File: config.mk
export PLATFORM = sky130hd
export DESIGN_NAME = branch_predictor
export DESIGN_NICKNAME = d
export VERILOG_FILES = /design/src/rtl/branch_predictor.sv
export SDC_FILE = /design/constraint.sdc
export NUM_CORES = 1
export LEC_CHECK = 0
export BUFFER_PORTS_ARGS = -buffer_cell sky130_fd_sc_hd__buf_2
export CORE_MARGIN = 2
export CORE_UTILIZATION = 45
export DETAILED_ROUTE_END_ITERATION = 16
export PLACE_DENSITY = 0.71
export SLEW_MARGIN = 20
export SYNTH_ARGS = -nofsm -noshare
export SYNTH_HDL_FRONTEND = slang
export SYNTH_SLANG_ARGS = --single-unit
File: constraint.sdc
create_clock -name clk -period 2.95 [get_ports clk]
set_input_delay 0.295 -clock clk [delete_from_list [all_inputs] [get_ports clk]]
set_output_delay 0.295 -clock clk [all_outputs]
set_load 0.01 [all_outputs]
File: src/rtl/branch_predictor.sv
// -----------------------------------------------------------------------------
// branch_predictor
//
// Direct-mapped branch target buffer with 2-bit saturating direction counters
// for the RV32I core. The fetch stage looks up pc_i combinationally against
// the registered table. The execute stage trains the table with each resolved
// branch. A saturating 16-bit counter tracks mispredictions for performance
// debug.
//
// Parameters:
//   IDX_BITS  log2 of the number of entries
//   TAG_BITS  stored tag width (IDX_BITS+TAG_BITS+2 <= 32)
//
// Ports:
//   clk               clock, rising edge
//   rst_n             asynchronous active-low reset
//   flush_i           synchronous invalidate of all entries
//   pc_i              fetch PC to predict
//   pred_hit_o        valid entry with matching tag for pc_i
//   pred_taken_o      predicted taken
//   pred_target_o     predicted next PC
//   upd_en_i          a resolved branch is present this cycle
//   upd_pc_i          PC of the resolved branch
//   upd_taken_i       resolved outcome
//   upd_target_i      resolved branch target
//   upd_pred_taken_i  prediction made earlier for this branch
//   mispredict_o      resolved outcome differs from the earlier prediction
//   mispredict_cnt_o  saturating misprediction counter
// -----------------------------------------------------------------------------
module branch_predictor #(
  parameter int IDX_BITS = 4,
  parameter int TAG_BITS = 8
) (
  input  logic        clk,
  input  logic        rst_n,
  input  logic        flush_i,
  input  logic [31:0] pc_i,
  output logic        pred_hit_o,
  output logic        pred_taken_o,
  output logic [31:0] pred_target_o,
  input  logic        upd_en_i,
  input  logic [31:0] upd_pc_i,
  input  logic        upd_taken_i,
  input  logic [31:0] upd_target_i,
  input  logic        upd_pred_taken_i,
  output logic        mispredict_o,
  output logic [15:0] mispredict_cnt_o
);

  localparam int ENTRIES = 1 << IDX_BITS;
  localparam int TAG_LO  = IDX_BITS + 2;
  localparam int TAG_HI  = IDX_BITS + TAG_BITS + 1;

  // Table storage
  logic [ENTRIES-1:0] valid_q;
  logic [TAG_BITS-1:0] tag_q    [ENTRIES];
  logic [31:0]         target_q [ENTRIES];
  logic [1:0]          ctr_q    [ENTRIES];
  logic [15:0]         cnt_q;

  // Saturating arithmetic helpers
  function automatic logic [1:0] ctr_inc(input logic [1:0] c);
    return (c == 2'b11) ? 2'b11 : c + 2'b01;
  endfunction

  function automatic logic [1:0] ctr_dec(input logic [1:0] c);
    return (c == 2'b00) ? 2'b00 : c - 2'b01;
  endfunction

  function automatic logic [15:0] cnt_inc(input logic [15:0] c);
    return (c == 16'hFFFF) ? 16'hFFFF : c + 16'd1;
  endfunction

  // Address decode for both ports; pc[1:0] and the bits above the tag do
  // not participate in indexing or matching.
  logic [IDX_BITS-1:0] rd_idx;
  logic [TAG_BITS-1:0] rd_tag;
  logic [IDX_BITS-1:0] upd_idx;
  logic [TAG_BITS-1:0] upd_tag;
  logic                unused_pc_bits;

  assign rd_idx         = pc_i[IDX_BITS+1:2];
  assign rd_tag         = pc_i[TAG_HI:TAG_LO];
  assign upd_idx        = upd_pc_i[IDX_BITS+1:2];
  assign upd_tag        = upd_pc_i[TAG_HI:TAG_LO];
  assign unused_pc_bits = ^{pc_i, upd_pc_i};

  // Lookup: reads the registered table, so a same-cycle update to the same
  // entry is only seen on the following cycle.
  logic rd_hit;
  logic rd_taken;

  assign rd_hit        = valid_q[rd_idx] && (tag_q[rd_idx] == rd_tag);
  assign rd_taken      = rd_hit && ctr_q[rd_idx][1];
  assign pred_hit_o    = rd_hit;
  assign pred_taken_o  = rd_taken;
  assign pred_target_o = rd_taken ? target_q[rd_idx] : (pc_i + 32'd4);

  // Misprediction detect
  assign mispredict_o     = upd_en_i && (upd_taken_i != upd_pred_taken_i);
  assign mispredict_cnt_o = cnt_q;

  logic upd_hit;
  assign upd_hit = valid_q[upd_idx] && (tag_q[upd_idx] == upd_tag);

  // Table update and counter. Flush only clears valid bits and takes
  // priority over any training that cycle.
  always_ff @(posedge clk or negedge rst_n) begin
    if (!rst_n) begin
      valid_q <= '0;
      for (int i = 0; i < ENTRIES; i++) begin
        tag_q[i]    <= '0;
        target_q[i] <= '0;
        ctr_q[i]    <= 2'b01;
      end
      cnt_q <= '0;
    end else begin
      if (mispredict_o) begin
        cnt_q <= cnt_inc(cnt_q);
      end
      if (flush_i) begin
        valid_q <= '0;
      end else if (upd_en_i) begin
        if (upd_hit) begin
          if (upd_taken_i) begin
            ctr_q[upd_idx]    <= ctr_inc(ctr_q[upd_idx]);
            target_q[upd_idx] <= upd_target_i;
          end else begin
            ctr_q[upd_idx] <= ctr_dec(ctr_q[upd_idx]);
          end
        end else if (upd_taken_i) begin
          // Allocate over whatever occupies the slot, weakly taken.
          valid_q[upd_idx]  <= 1'b1;
          tag_q[upd_idx]    <= upd_tag;
          target_q[upd_idx] <= upd_target_i;
          ctr_q[upd_idx]    <= 2'b10;
        end
      end
    end
  end

endmodule

======== Yosys cells after proc, flatten, opt, wreduce, memory -nomap -nowiden ========
Index checks and enable logic that the tools add are counted.
word-level totals
  bits in latches ......................... 0
  bits in writable memories ............... 0
  register bits after elaboration ......... 704
  memories kept ........................... 0
  input bits .............................. 102
  logic and storage cells ................. 130
  ROM bits ................................ 0
cells by class
  shift-type cells ........................ 0
  $mul .................................... 0
  reductions and logical operators ........ 14
  eq/ne operators ......................... 6
  bitwise operators ....................... 8
  muxes and demuxes ....................... 42
  add/sub/neg operators ................... 4
  order comparisons ....................... 6
  divide/modulo/power cells ............... 0
operators by type and width
  cell                                                                   number
  512-bit bitwise mux                                                    1
  32-bit 2-to-1 mux                                                      7
  32-bit binary-select mux with 4-bit select                             1
  128-bit bitwise mux                                                    1
  32-bit demux with 4-bit select                                         1
  16-bit 2-to-1 mux                                                      5
  8-bit binary-select mux with 4-bit select                              2
  32-bit bitwise mux                                                     2
  8-bit 2-to-1 mux                                                       5
  32-bit by 3-bit adder with 32-bit output (second input constant)       1
  8-bit demux with 4-bit select                                          1
  16-bit OR                                                              2
  16-bit by 1-bit adder with 16-bit output (second input constant)       1
  16-bit bitwise AND                                                     1
  2-bit binary-select mux with 4-bit select                              2
  16-bit == test (second input constant)                                 1
  8-bit == test                                                          2
  16-bit NOT                                                             1
  2-bit 2-to-1 mux                                                       7
  5-bit greater-or-equal comparator (second input constant)              2
  4-bit by 5-bit < comparator with 1-bit output (second input constant)  2
  4-bit NOT with 5-bit output                                            2
  3-bit AND reduction                                                    3
  1-bit binary-select mux with 4-bit select                              2
  15 further kinds                                                       25

======== Depth between registers and ports, before layout ========
  depth in word-level cells ............... 9
  mapped depth ............................ 13
  gate-level depth less buffers ........... 9

======== Worst setup path after synthesis ========
No wires, ideal clock.
  path type ............................... input -> output
  start point ............................. in pc_i[4]
  end point ............................... out pred_target_o[23]
  arrival ................................. 3013 ps
  data required time ...................... 2655 ps
  path buffers ............................ 4
  cell stages on the path ................. 12
  slack ................................... -358 ps
  cells stage by stage .................... clkbuf_1 -> clkbuf_1 -> mux4_2 -> mux2i_1 -> xor2_1 -> nand3_1 -> a2111o_1 -> nor3_2 -> and2_1 -> buf_6 -> buf_12 -> mux2_4
between the ends
  cells in the longest elaborated chain, start to end .. 8
  elaborated cells on any way between the ends .. 17
  classes of those cells .................. 1 x add/sub; 1 x eq/ne; 12 x mux; 1 x bitwise; 2 x reduce/logical
ends and longest elaborated chain
  element                                               line  RTL
  from (decl)                                           37    input logic [31:0] pc_i,
  4-bit NOT with 5-bit output (implied by the code)     93    assign rd_hit = valid_q[rd_idx] && (tag_q[rd_idx] == rd_tag);
  8-bit binary-select mux with 4-bit select             93
  8-bit 2-to-1 mux (implied by the code) (2 in series)  93
  8-bit == test                                         93
  1-bit logical AND *                                   93
  via pred_hit_o                                        38    output logic pred_hit_o,
  1-bit logical AND *                                   94    assign rd_taken = rd_hit && ctr_q[rd_idx][1];
  via pred_taken_o                                      39    output logic pred_taken_o,
  32-bit 2-to-1 mux *                                   97    assign pred_target_o = rd_taken ? target_q[rd_idx] : (pc_i + 32'd4);
  to (decl)                                             40    output logic [31:0] pred_target_o,
The timed path passes the listed nets; every way through them passes the cells marked *. The select of a mux whose other input is x is not followed.

======== Worst setup path in the final report ========
  start point ............................. reg tag_q[5] in the netlist's numbering
  end point ............................... out pred_target_o[5]
between the ends
  cells in the longest elaborated chain, start to end .. 7
ends and longest elaborated chain
  element                                               line  RTL
  from (decl)                                           56    logic [TAG_BITS-1:0] tag_q [ENTRIES];
  from (signal, indexed assignment)                     134   tag_q[upd_idx] <= upd_tag;
  8-bit binary-select mux with 4-bit select             93
  8-bit 2-to-1 mux (implied by the code) (2 in series)  93
  8-bit == test                                         93
  1-bit logical AND                                     93
  1-bit logical AND                                     94
  32-bit 2-to-1 mux                                     97
Every way passes these cells. The select of a mux whose other input is x is not followed.

==> results.yml <==
run_status:
  status: "finished with violations"
  violations: "setup timing"
setup_path:
  worstPathMaxFanout: 8
  critPathArrivalTime_ps: 3710
  r2r-end: "tag_q[30]"
  required_ps: 2650
  timing.rr.start: "tag_q[9]"
  endpoint_kind: "primary output"
  cp-startpoint: "tag_q[5]"
  reg2reg_depth: 11
  cp-start-kind: "flop"
  r2r_slack_ps: -70
  critPathKind: "flop to primary output"
timing:
  period_minus_slack_ps: 4010
  rsz0062_at_grt: "yes"
  finalSetupTns_ps: -35750
  setup_viol: 148
  fin_ws_ps: -1060
  fin_crit_sh_pct: 136
  max_freq_mhz: 249
  hold_viol_final: 0
  slew_violations: 0
  clock_skew_ps: 15.3
  tightest_slew_ps: 896
  slew_headroom_pct: 40.3
die:
  io_pins: 153
  dieArea_um2: 78600
  die_w_um: 280
  die-height_um: 280
  initial_core_util_pct: 45.3
  placementRows: 101
  core_region_area_um2: 75800
pwr:
  p_per_area_nw_per_um2: 619
  ir_worst_vdd_mv: 0.402
  power.leakage_uw: 0.0190
clock_network:
  clock_sinks: 704
  cts_made_buffers: 77
  root_buffer: "clkbuf_16"
  cts_tree: "built"
  clock_latency_ps: 620
  h-tree-depth: 3
  clk_pin_slew_ps: 60
  clock_path_buffers: 3
logic_synthesis:
  async_flop_share_pct: 100
  synth_cell_types: 53
  synth_seq_cells: 704
  netlist_top_cells_count: "dfrtp_1, mux2_2, mux4_2"
  syn-mean-instance-area_um2: 15.5
  syn_area_um2: 34400
  syn_nets: 2323
  synth_edf_count: 0
  netlist.area_leader.share_pct: 50.1
  synthCells: 2219
  ys_seq_area_share_pct: 51.3
  synth_area_leaders: "dfrtp_1, mux2_2, mux4_2, clkbuf_1, dfstp_2"
  yosys_warnings: 0
  synth_most_common_cell: "dfrtp_1"
  ys.flop_type: "dfrtp_1"
  yosysTopAreaCell: "dfrtp_1"
placed_design:
  gp_congestion: 0.871
  port_buffers: 132
  place_area_um2: 37600
  hpwl_mm: 57.3
grt:
  antenna_found_initial: 12
  grt_usage_pct: 24.0
  overflow: 0
  grt_pass1_wl_mm: 141
  grt_pass1_vias: 22500
  grt_max_degree: 99
finish:
  postLayoutCellArea_um2: 40800
  nets: 2570
  area_growth_pct: 18.6
  final_util_pct: 53.8
  multi_input_comb_area_um2: 16000
  drive_above_1_share_pct: 58.0
  fill_cells: 6038
  seqCellArea_um2: 17600
routing:
  drc: 0
  firstDrtPassIters: 6
  wire_per_inst_um: 26.6
  viasPerCell: 6.00
  drt_iter0_markers: 1472
  drt-total-wl_mm: 93.4
  final_antenna_net_count: 0
  vias: 21000
worst_hold_path:
  hold_depth: 2
  whs_endpoint: "target_q[63]"
  hp-start: "upd_target_i[31]"
  hold_path_class: "primary input to flop"
flow_run:
  max_cap_violations: 0
cell usage in the layout (no fill, tap or decap), types with 6 or more instances in the layout:
cell	count
buf_6	41
xnor2_1	33
and2_1	6
nor2_1	33
inv_1	7
buf_2	94
nor2b_2	10
buf_4	182
a21oi_1	6
clkbuf_16	80
mux2_2	643
nand3_2	13
mux2_4	31
a21o_1	16
a22oi_1	6
mux4_1	6
o22a_1	17
mux4_2	239
nand3_1	18
buf_12	41
clkinv_2	15
nand2_1	56
mux2i_1	33
nor3_1	7
o21ai_0	34
dfstp_2	16
nor2b_1	7
clkbuf_8	23
nand4_1	11
xor2_1	22
and3_1	9
clkbuf_1	11
dfrtp_1	688
flip-flops by register name (all words and copies together), names as in the netlist:
name and cells:
ctr_q 32, target_q 512, valid_q 16, tag_q 128
mispredict_cnt_o 16
what timing repair did:
| action | 4_1_cts | 5_1_grt |
|---|---|---|
| gates cloned | 1 | 3 |
| pin swaps | 3 | 5 |
| hold buffers | 1 | 0 |
| setup endpoints to repair | 210 | 194 |
| setup buffers | 8 | 4 |
| endpoints found under the hold margin | 58 | 0 |
| gates resized for setup | 52 | 30 |
final cells by class:
| cell class | count | share of cell area (%) |
|---|---|---|
| timing repair buffer | 366 | 8.03 |
| clock inverter | 26 | 0.743 |
| multi-input combinational | 1309 | 39.3 |
| antenna | 5 | 0.0307 |
| clock buffer | 110 | 5.57 |
| inverter | 8 | 0.0736 |
| sequential | 704 | 43.3 |
| tap | 978 | 3.00 |
kinds of logic after synthesis:
kind of cell	after synthesis	share of synthesized area, %
mux	956	39.6
compound gates	99	1.95
xor+xnor	57	1.45
fa+ha+maj	2	0.0728
simple gates	195	2.85
buf+inv	206	2.76
flops	704	51.3
critical path: stages, from the launching register on:
cell and delay, ps:
dfrtp_1 380, mux4_2 480, mux4_2 530, xnor2_2 140, nand2_1 60, a2111o_1 330, nor3_4 150, and2_4 230
buf_12 140, buf_12 150, mux2_4 350, buf_6 130
worst max-delay path by stage:
stage | depth (start not counted) | end
after detailed placement | 11 | pred_target_o[9]
final | 11 | pred_target_o[5]
after CTS | 10 | pred_target_o[5]
after floorplan | 11 | pred_target_o[23]
after global placement | 11 | pred_target_o[9]
after global routing | 11 | pred_target_o[5]
per-stage QoR:
stage                     hold WS, ps  power, uW  setup WS (ps)  instances
after detailed placement          392      15500           -633       3350
after CTS                        97.0      25400          -1090       3495
after global placement            383      15300           -619       3350
final                             122      25200          -1060       3506
after global routing              131      26200          -1160       3504
after floorplan                -0.591      14100           -141       2219
metal layers:
layer | track usage, % | vias up | wire length [um]
li1 | - | 8839 | -
met1 | 31.9 | 11300 | 38900
met2 | 39.5 | 662 | 46200
met3 | 4.68 | 191 | 5320
met4 | 8.28 | 8 | 2970
met5 | 0 | - | 53
power by group:
| part | leakage (uW) | internal, uW | switching, uW |
|---|---|---|---|
| sequential | 0.00931 | 10900 | 731 |
| clock | 0.00128 | 5800 | 3980 |
| combinational | 0.00839 | 2280 | 1540 |
No activity file was read; power rests on OpenSTA's default activity.
